--- src/rtl/uart_tx_unit.sv ---
// UART transmitter: start bit, DBIT data bits LSB first, optional parity, programmable stop period.
// All bit timing is counted in 16x-oversampling baud ticks supplied on s_tick.
module uart_tx_unit #(
  parameter int DBIT    = 8,
  parameter int SB_TICK = 16,
  parameter int PARITY  = 0
) (
  input  logic            clk,
  input  logic            reset_n,
  input  logic            s_tick,
  input  logic            tx_start,
  input  logic [DBIT-1:0] din,
  output logic            tx_busy,
  output logic            tx_done_tick,
  output logic            tx
);

  localparam int SW = (SB_TICK > 16) ? 5 : 4;
  localparam int NW = $clog2(DBIT);
  localparam logic [SW-1:0] S_BIT_LAST  = SW'(15);
  localparam logic [SW-1:0] S_STOP_LAST = SW'(SB_TICK - 1);
  localparam logic [NW-1:0] N_LAST      = NW'(DBIT - 1);

  typedef enum logic [2:0] {IDLE, START, DATA, PAR, STOP} state_t;

  state_t          state, state_next;
  logic [SW-1:0]   s, s_next;
  logic [NW-1:0]   n, n_next;
  logic [DBIT-1:0] b, b_next;
  logic            par, par_next;
  logic            tx_next;
  logic            done_next;

  // Parity is taken from the word as accepted, before any shifting.
  function automatic logic parity_of(input logic [DBIT-1:0] w);
    return (PARITY == 2) ? ~(^w) : (^w);
  endfunction

  always_ff @(posedge clk or negedge reset_n) begin
    if (!reset_n) begin
      state        <= IDLE;
      s            <= '0;
      n            <= '0;
      b            <= '0;
      par          <= 1'b0;
      tx           <= 1'b1;
      tx_done_tick <= 1'b0;
    end else begin
      state        <= state_next;
      s            <= s_next;
      n            <= n_next;
      b            <= b_next;
      par          <= par_next;
      tx           <= tx_next;
      tx_done_tick <= done_next;
    end
  end

  always_comb begin
    state_next = state;
    s_next     = s;
    n_next     = n;
    b_next     = b;
    par_next   = par;
    done_next  = 1'b0;
    case (state)
      IDLE: begin
        if (tx_start) begin
          b_next     = din;
          par_next   = parity_of(din);
          s_next     = '0;
          state_next = START;
        end
      end
      START: begin
        if (s_tick) begin
          if (s == S_BIT_LAST) begin
            s_next     = '0;
            n_next     = '0;
            state_next = DATA;
          end else begin
            s_next = s + 1'b1;
          end
        end
      end
      DATA: begin
        if (s_tick) begin
          if (s == S_BIT_LAST) begin
            s_next = '0;
            b_next = b >> 1;
            if (n == N_LAST) begin
              state_next = (PARITY != 0) ? PAR : STOP;
            end else begin
              n_next = n + 1'b1;
            end
          end else begin
            s_next = s + 1'b1;
          end
        end
      end
      PAR: begin
        if (s_tick) begin
          if (s == S_BIT_LAST) begin
            s_next     = '0;
            state_next = STOP;
          end else begin
            s_next = s + 1'b1;
          end
        end
      end
      STOP: begin
        if (s_tick) begin
          if (s == S_STOP_LAST) begin
            s_next     = '0;
            state_next = IDLE;
            done_next  = 1'b1;
          end else begin
            s_next = s + 1'b1;
          end
        end
      end
      default: state_next = IDLE;
    endcase

    // Line level follows the state being entered so tx changes on the same edge as state.
    case (state_next)
      START:   tx_next = 1'b0;
      DATA:    tx_next = b_next[0];
      PAR:     tx_next = par_next;
      default: tx_next = 1'b1;
    endcase
  end

  assign tx_busy = (state != IDLE);

endmodule

--- config.mk ---
export PLATFORM = sky130hd
export DESIGN_NAME = uart_tx_unit
export DESIGN_NICKNAME = d
export VERILOG_FILES = /design/src/rtl/uart_tx_unit.sv
export SDC_FILE = /design/constraint.sdc
export NUM_CORES = 1
export LEC_CHECK = 0
export CORE_MARGIN = 2
export CORE_UTILIZATION = 57
export CTS_BUF_LIST = sky130_fd_sc_hd__clkbuf_2
export DETAILED_ROUTE_END_ITERATION = 10
export HOLD_SLACK_MARGIN = 0.06
export PLACE_DENSITY = 0.89
export SETUP_SLACK_MARGIN = 0.1
export SLEW_MARGIN = 5
export SYNTH_ARGS = -nofsm -noshare
export SYNTH_HDL_FRONTEND = slang
export SYNTH_SLANG_ARGS = --single-unit
export TNS_END_PERCENT = 10
--- constraint.sdc ---
create_clock -name clk -period 1.9 [get_ports clk]
set_input_delay 0.285 -clock clk [delete_from_list [all_inputs] [get_ports clk]]
set_output_delay 0.285 -clock clk [all_outputs]
set_load 0.05 [all_outputs]
==> results of run 1 <==
[worst max-delay path: stages (launching register included)]
cell and delay (ps):
dfrtp_1 430, ha_2 200, ha_4 170, nor2_4 80, nand2_2 70, a211oi_4 340, mux2_4 330
[timing repair]
item,4_1_cts,5_1_grt
pin swaps,2,3
cloned,0,0
buffers inserted,2,2
gates resized for setup,1,8
setup endpoints to repair,1,12
hold endpoints to repair,0,0
[final timing paths]
kind,to,slack (ps),cells past startpoint
max,n[0]$_DFFE_PN0P_,190,6
min,n[2]$_DFFE_PN0P_,260,1
max reg2reg,n[0]$_DFFE_PN0P_,190,6
min reg2reg,b[1]$_DFFE_PN0P_,520,2
max in group asynchronous,s[3]$_DFFE_PN0P_,1110,2
min in group clk,b[1]$_DFFE_PN0P_,520,2
[cell type report]
class,instances,area share (%)
tap,27,2.28
multi-input combinational,76,44.2
clock buffer,4,1.35
sequential,21,35.7
inverter,9,2.28
timing repair buffer,22,14.2
[state kept, by name (all words and copies together), names as in the netlist]
| signal | cells |
|---|---|
| tx | 1 |
| n | 3 |
| b | 8 |
| s | 4 |
| tx_done_tick | 1 |
| state | 3 |
| par | 1 |
[power breakdown]
group / total, mW / switching, mW / internal [mW]
Clock: 0.189 / 0.133 / 0.0557
Sequential: 0.838 / 0.204 / 0.634
Combinational: 0.937 / 0.472 / 0.465
Total: 1.96 / 0.809 / 1.15
[synth_stat cells]
master	instances
mux2i_1	1
nand3_1	2
inv_1	8
a21oi_1	3
a22o_2	1
a211oi_4	1
inv_2	1
o21a_1	1
nand2b_2	1
a31oi_1	1
dfstp_2	1
dfrtp_1	20
o21ai_1	6
ha_1	3
o21ai_0	3
and3_1	1
nand2_4	1
buf_6	4
nand2b_4	1
and3_2	1
xnor2_1	7
nand3b_1	1
nand2_2	2
o221ai_2	1
a222oi_1	6
o211ai_2	1
nor3_4	1
nor2_1	6
nor4b_4	1
nand2_1	9
o31ai_1	2
nor2_4	1
nor2_2	1
mux2_1	1
nand4_4	1
o32ai_2	1
mux2_4	1
nand4_1	3
o211ai_1	1
nor2b_2	1
and4_4	1
[per-layer routing]
| layer | up-vias | GRT usage [%] |
|---|---|---|
| met5 | - | 0 |
| met4 | 0 | 7.21 |
| met3 | 4 | 4.17 |
| met2 | 27 | 36.6 |
| met1 | 451 | 27.0 |
| li1 | 448 | - |
[through the flow]
step	setup slack [ps]	cells
floorplan	200	110
global placement	93.4	151
detailed placement	49.5	151
CTS	102	157
global route	77.9	159
finish	189	159
[logic make-up after synthesis]
kind of cell / Yosys count
xor+xnor: 7
flops: 21
simple gates: 35
mux: 3
buf+inv: 13
fa+ha+maj: 3
compound gates: 28
==> results.md, run 1 <==
* Adder-Cell Fraction of Synth Area at 3.07%
* Root Driver: clkbuf_2
* Die Wd at 50.3 um
* Final WL at 2480 um
* Filler instances at 129
* Crit path DAT at 1940 ps
* LEAKAGE at 0.682 nW
* Startpoint Class: flop
* GP Congestion at 0.845
* Register area at 528 um^2
* Post-layout power at 1.96 mW
* Slew headroom at 65.7%
* Setup TNS at 0 ps
* Most common cell after layout, fill and taps aside: dfrtp_1
* # hold bufs at CTS at 0
* CTS tree: done
* DIE HEIGHT at 50.3 um
* Final #Nets at 148
* Ratio of cells with drive above 1 in the final layout at 30.3%
* WS Path Type: flop to flop
* # setup viols final at 0
* Hold Violations, Final at 0
* CTS Buffer Depth at 2
* Worst R2R Start: n[0]$_DFFE_PN0P_
* Achievable frequency at 0.585 GHz
* Crit-path max FO at 5
* Slew of the pin with the lowest slew margin at 514 ps
* Status: finished, final reports clean
* First-pass GRT wire length at 4120 um
* Met3 wire length at 112 um
* Highest Signal Layer: met4
* Worst-path clk slew at 190 ps
* Die area at 0.00253 mm^2
* Vias per inst at 5.85
* Post-synth top area share at 40.9%
* ANT cells at 0
* Slew Limit Fails at 0
* Clk_lat worst skew at 310 ps
* Cell area after layout at 0.00148 mm^2
* Area Overhead vs Synth at 21.0%
* Post-synth top area cell: dfrtp_1
* WP data required at 2130 ps
* Cell Rows at 16
* Grt ovf at 0
* Dominant cells by area after synthesis: dfrtp_1 (41%), xnor2_1 (5.0%), a222oi_1 (4.9%)
* Sequential fraction of the synthesis area at 43.1%
* DR WL met2 at 1250 um
* Port bufs at 14
* Synth Cell Area at 0.00122 mm^2
* RSZ-0062 raised after global routing: true
* Util after Layout at 73.9%
* Starting DRC count in detailed routing at 43
* VDD IR-drop max at 727 uV
* Gate Count Post-Synth at 110
* Routed wire per std cell at 15.6 um
* Seq cells post-synth at 21
* Dpl cell area at 0.00139 mm^2
* Largest net degree at the start of global routing at 13
* Yosys warning count at 0
* IO Count at 15
* Pwr/cell area at 1330 mW/mm^2
* CTS buffer count at 3
* Final period utilization at 90.0%
* Syn Area/Cell at 11.1 um^2
* Compound-Gate Fraction of Synth Area at 18.8%
* Multi-input logic area at 653 um^2
* M1 wire length at 1090 um
* Post-synthesis mux area share at 2.97%
* Vias in the first global route at 944
* Post-Synth XOR/XNOR Area at 5.02%
* Worst Hold Slack at 263 ps
* First-pass DRT Iterations at 8
* Max-cap violations at 0
* Routed vias at 930
* Most frequent cells in the layout: dfrtp_1 (19), clkdlybuf4s50_1 (11), nand2_1 (9), buf_4 (9), inv_1 (8)
* DRC viols at 0
* GRT Total Usage at 21.4%
* Initial Utilization at 61.1%
* Simple-gate share of the synthesized area at 20.6%
* Largest family of logic cells by synthesized area: simple AND/OR/NAND/NOR gates
* Post-DP HPWL at 1750 um
* H-tree depth at 1
* Post-synthesis cell type count at 41
* Post-DRT Antenna Nets at 0
* Core area at 0.00200 mm^2
* Worst Skew at 2.08 ps
* Antenna violations before repair at 0
* Tmin final at 1710 ps
* Hold Path Class: primary input to async pin
* Worst setup EP type: flop
* Syn_nets at 125
* CP startpoint: n[0]$_DFFE_PN0P_
* Clock sink total at 21
Note: power is estimated with default switching activity, not from simulation.
==> run 2, diff against run 1 <==
CORE_MARGIN = not set   (was 2)
==> run 2 against run 1 <==
Sequential share of layout area rose by 0.93 points. Core utilization shrank 1.1 points. First-iteration DRC count down 21%. Final cell count shrank 1.3%. Clock skew decreased by 1.1 ps. Non-clock buffer count fell by 2. Global-route usage rose by 1.6 points. Via count decreased by 2.6%. Critical path depth down 3. Critical endpoint is now tx_busy.
==> results.md, run 2 (synthesis results as in run 1) <==
* Status: finished, final reports clean
* Vias per inst at 5.77 (-1.3%)
* Reg-to-reg critical path endpoint: n[0]$_DFFE_PN0P_
* Routed vias at 906 (-2.6%)
* WS Path Type: flop to primary output
* Final period utilization at 91.6% (+1.5 points)
* Reg2reg path depth at 6 (unchanged)
* Die Wd at 48.3 um (-4.0%)
* Ratio of cells with drive above 1 in the final layout at 27.7% (-2.6 points)
* Starting DRC count in detailed routing at 34 (-21%)
* CP top delay family: flip-flops
* ANT cells at 0 (unchanged)
* DP Cell Count at 151 (unchanged)
* # setup viols final at 0 (unchanged)
* Cell Rows at 16 (unchanged)
* Max-cap violations at 0 (unchanged)
* H-tree depth at 1 (unchanged)
* Routed wire per std cell at 15.2 um (-2.5%)
* First-pass GRT wire length at 4080 um (-0.85%)
* Slowest stage delay, CP at 620 ps (+190 ps)
* Crit path DAT at 1450 ps (-490 ps)
* RSZ-0062 raised after global routing: true
* Top flop regs: b (8), s (4)
* Most common cell after layout, fill and taps aside: dfrtp_1
* LEAKAGE at 0.669 nW (-2.0%)
* Largest net degree at the start of global routing at 22 (+9)
* Worst R2R Start: n[0]$_DFFE_PN0P_
* Achievable frequency at 0.575 GHz (-1.7%)
* WP depth at 3 (-3)
* Worst setup EP type: primary output
* Post-DP HPWL at 1710 um (-2.4%)
* Register area at 528 um^2 (unchanged)
* Crit-path max FO at 12 (+7)
* CTS Buffer Depth at 2 (unchanged)
* GP Congestion at 0.820 (-2.9%)
* Startpoint Class: flop
* Largest register FFs at 8 (unchanged)
* GRT Total Usage at 22.9% (+1.6 points)
* IO Count at 15 (unchanged)
* Setup TNS at 0 ps (unchanged)
* Slew of the pin with the lowest slew margin at 572 ps (+58.7 ps)
* Tmin final at 1740 ps (+28.8 ps)
* Core area at 0.00198 mm^2 (-1.0%)
* # hold bufs at CTS at 0 (unchanged)
* Slew Limit Fails at 0 (unchanged)
* Worst path cell trace: nor3_4 -> inv_2 -> buf_12
* Die area at 0.00233 mm^2 (-7.8%)
* CTS buffer count at 3 (unchanged)
* Port bufs at 14 (unchanged)
* Root Driver: clkbuf_2
* WP data required at 1620 ps (-510 ps)
* Util after Layout at 72.7% (-1.1 points)
* Biggest register: b
* Multi-input logic area at 627 um^2 (-4.0%)
* Most frequent cells in the layout: dfrtp_1 (19), clkdlybuf4s50_1 (11), nand2_1 (9)
* Antenna violations before repair at 0 (unchanged)
* Worst setup path endpoint: tx_busy
* First-pass DRT Iterations at 4 (-4)
* Crit path max-delay cell type: dfrtp_1
* Worst-path clk slew at 190 ps (about the same)
* Final WL at 2390 um (-3.7%)
* Hold Violations, Final at 0 (unchanged)
* Clk_lat worst skew at 320 ps (about the same)
* Worst Hold Slack at 282 ps (+19.0 ps)
* CTS tree: done
* Clock sink total at 21 (unchanged)
* Slew headroom at 61.8% (-3.9 points)
* Final #Nets at 146 (-1.4%)
* Worst Skew at 0.935 ps (-1.14 ps)
* Post-DRT Antenna Nets at 0 (unchanged)
* VDD IR-drop max at 780 uV (+7.4%)
* Pwr/cell area at 1310 mW/mm^2 (-1.4%)
* DIE HEIGHT at 48.3 um (-4.0%)
* Area Overhead vs Synth at 17.9%
* Initial Utilization at 61.7% (+0.62 points)
* Hold Path Class: primary input to async pin
* Grt ovf at 0 (unchanged)
* DRC viols at 0 (unchanged)
* Layout Cells excl Fill at 157 (-1.3%)
* Critical path buffers and inverters at 2 (+2)
* R2R Setup Slk at 170 ps (-20 ps)
* CP startpoint: state[1]$_DFF_PN0_
* Vias in the first global route at 929 (-1.6%)
* Filler instances at 135 (+4.7%)
[run 2: how the worst min path moves through the flow]
stage	from	to	slack (ps)	depth (start not counted)
after floorplan	reset_n	b[0]$_DFF_PN0_	-10	0
after global placement	b[2]$_DFFE_PN0P_	b[1]$_DFFE_PN0P_	470	2
final	reset_n	s[2]$_DFFE_PN0P_	280	2
after detailed placement	b[5]$_DFFE_PN0P_	b[4]$_DFFE_PN0P_	480	2
after global routing	reset_n	s[2]$_DFFE_PN0P_	280	2
after CTS	reset_n	s[0]$_DFFE_PN0P_	280	2
[run 2: final cells by class]
class                      instances  share of cell area (%)
tap                               27                    2.34
inverter                           9                    2.34
sequential                        21                    36.6
clock buffer                       4                    1.39
timing repair buffer              20                    13.8
multi-input combinational         76                    43.5
[run 2: worst register-to-register path, delay by kind of cell (launching register included)]
family / cells / cell delay, ps
AOI/OAI and AO/OA: 1 / 270
and+or+nand+nor: 2 / 200
DFF: 1 / 430
muxes: 1 / 350
adders and majority gates: 2 / 390
[run 2: what timing repair did]
action                     4_1_cts  5_1_grt
gates resized for setup          1        6
hold endpoints to repair         0        0
pin swaps                        0        2
setup buffers                    0        2
setup endpoints to repair        2       13
[run 2: routing by layer]
layer  global-route usage [%]  up-vias  share of wire [%]
met5                        0        -                  0
met4                     8.82        0                1.8
met3                     4.09        5                2.1
met2                     39.9       13                 49
met1                     28.4      446                 48
li1                         -      442                  -
[run 2: metrics by stage]
step	area [um^2]	power [mW]	worst slack (ps)
2_1_floorplan	1220	1.45	200
3_3_place_gp	1390	1.59	112
3_5_place_dp	1390	1.64	93.1
4_1_cts	1410	1.83	96.0
5_1_grt	1440	2.03	61.4
6_report	1440	1.89	160
[run 2: where the power goes]
part	switching, mW	leakage (nW)	internal (mW)	total [mW]
sequential	0.198	0.257	0.632	0.831
combinational	0.452	0.395	0.415	0.867
clock	0.134	0.0166	0.0557	0.190
total	0.785	0.669	1.10	1.89
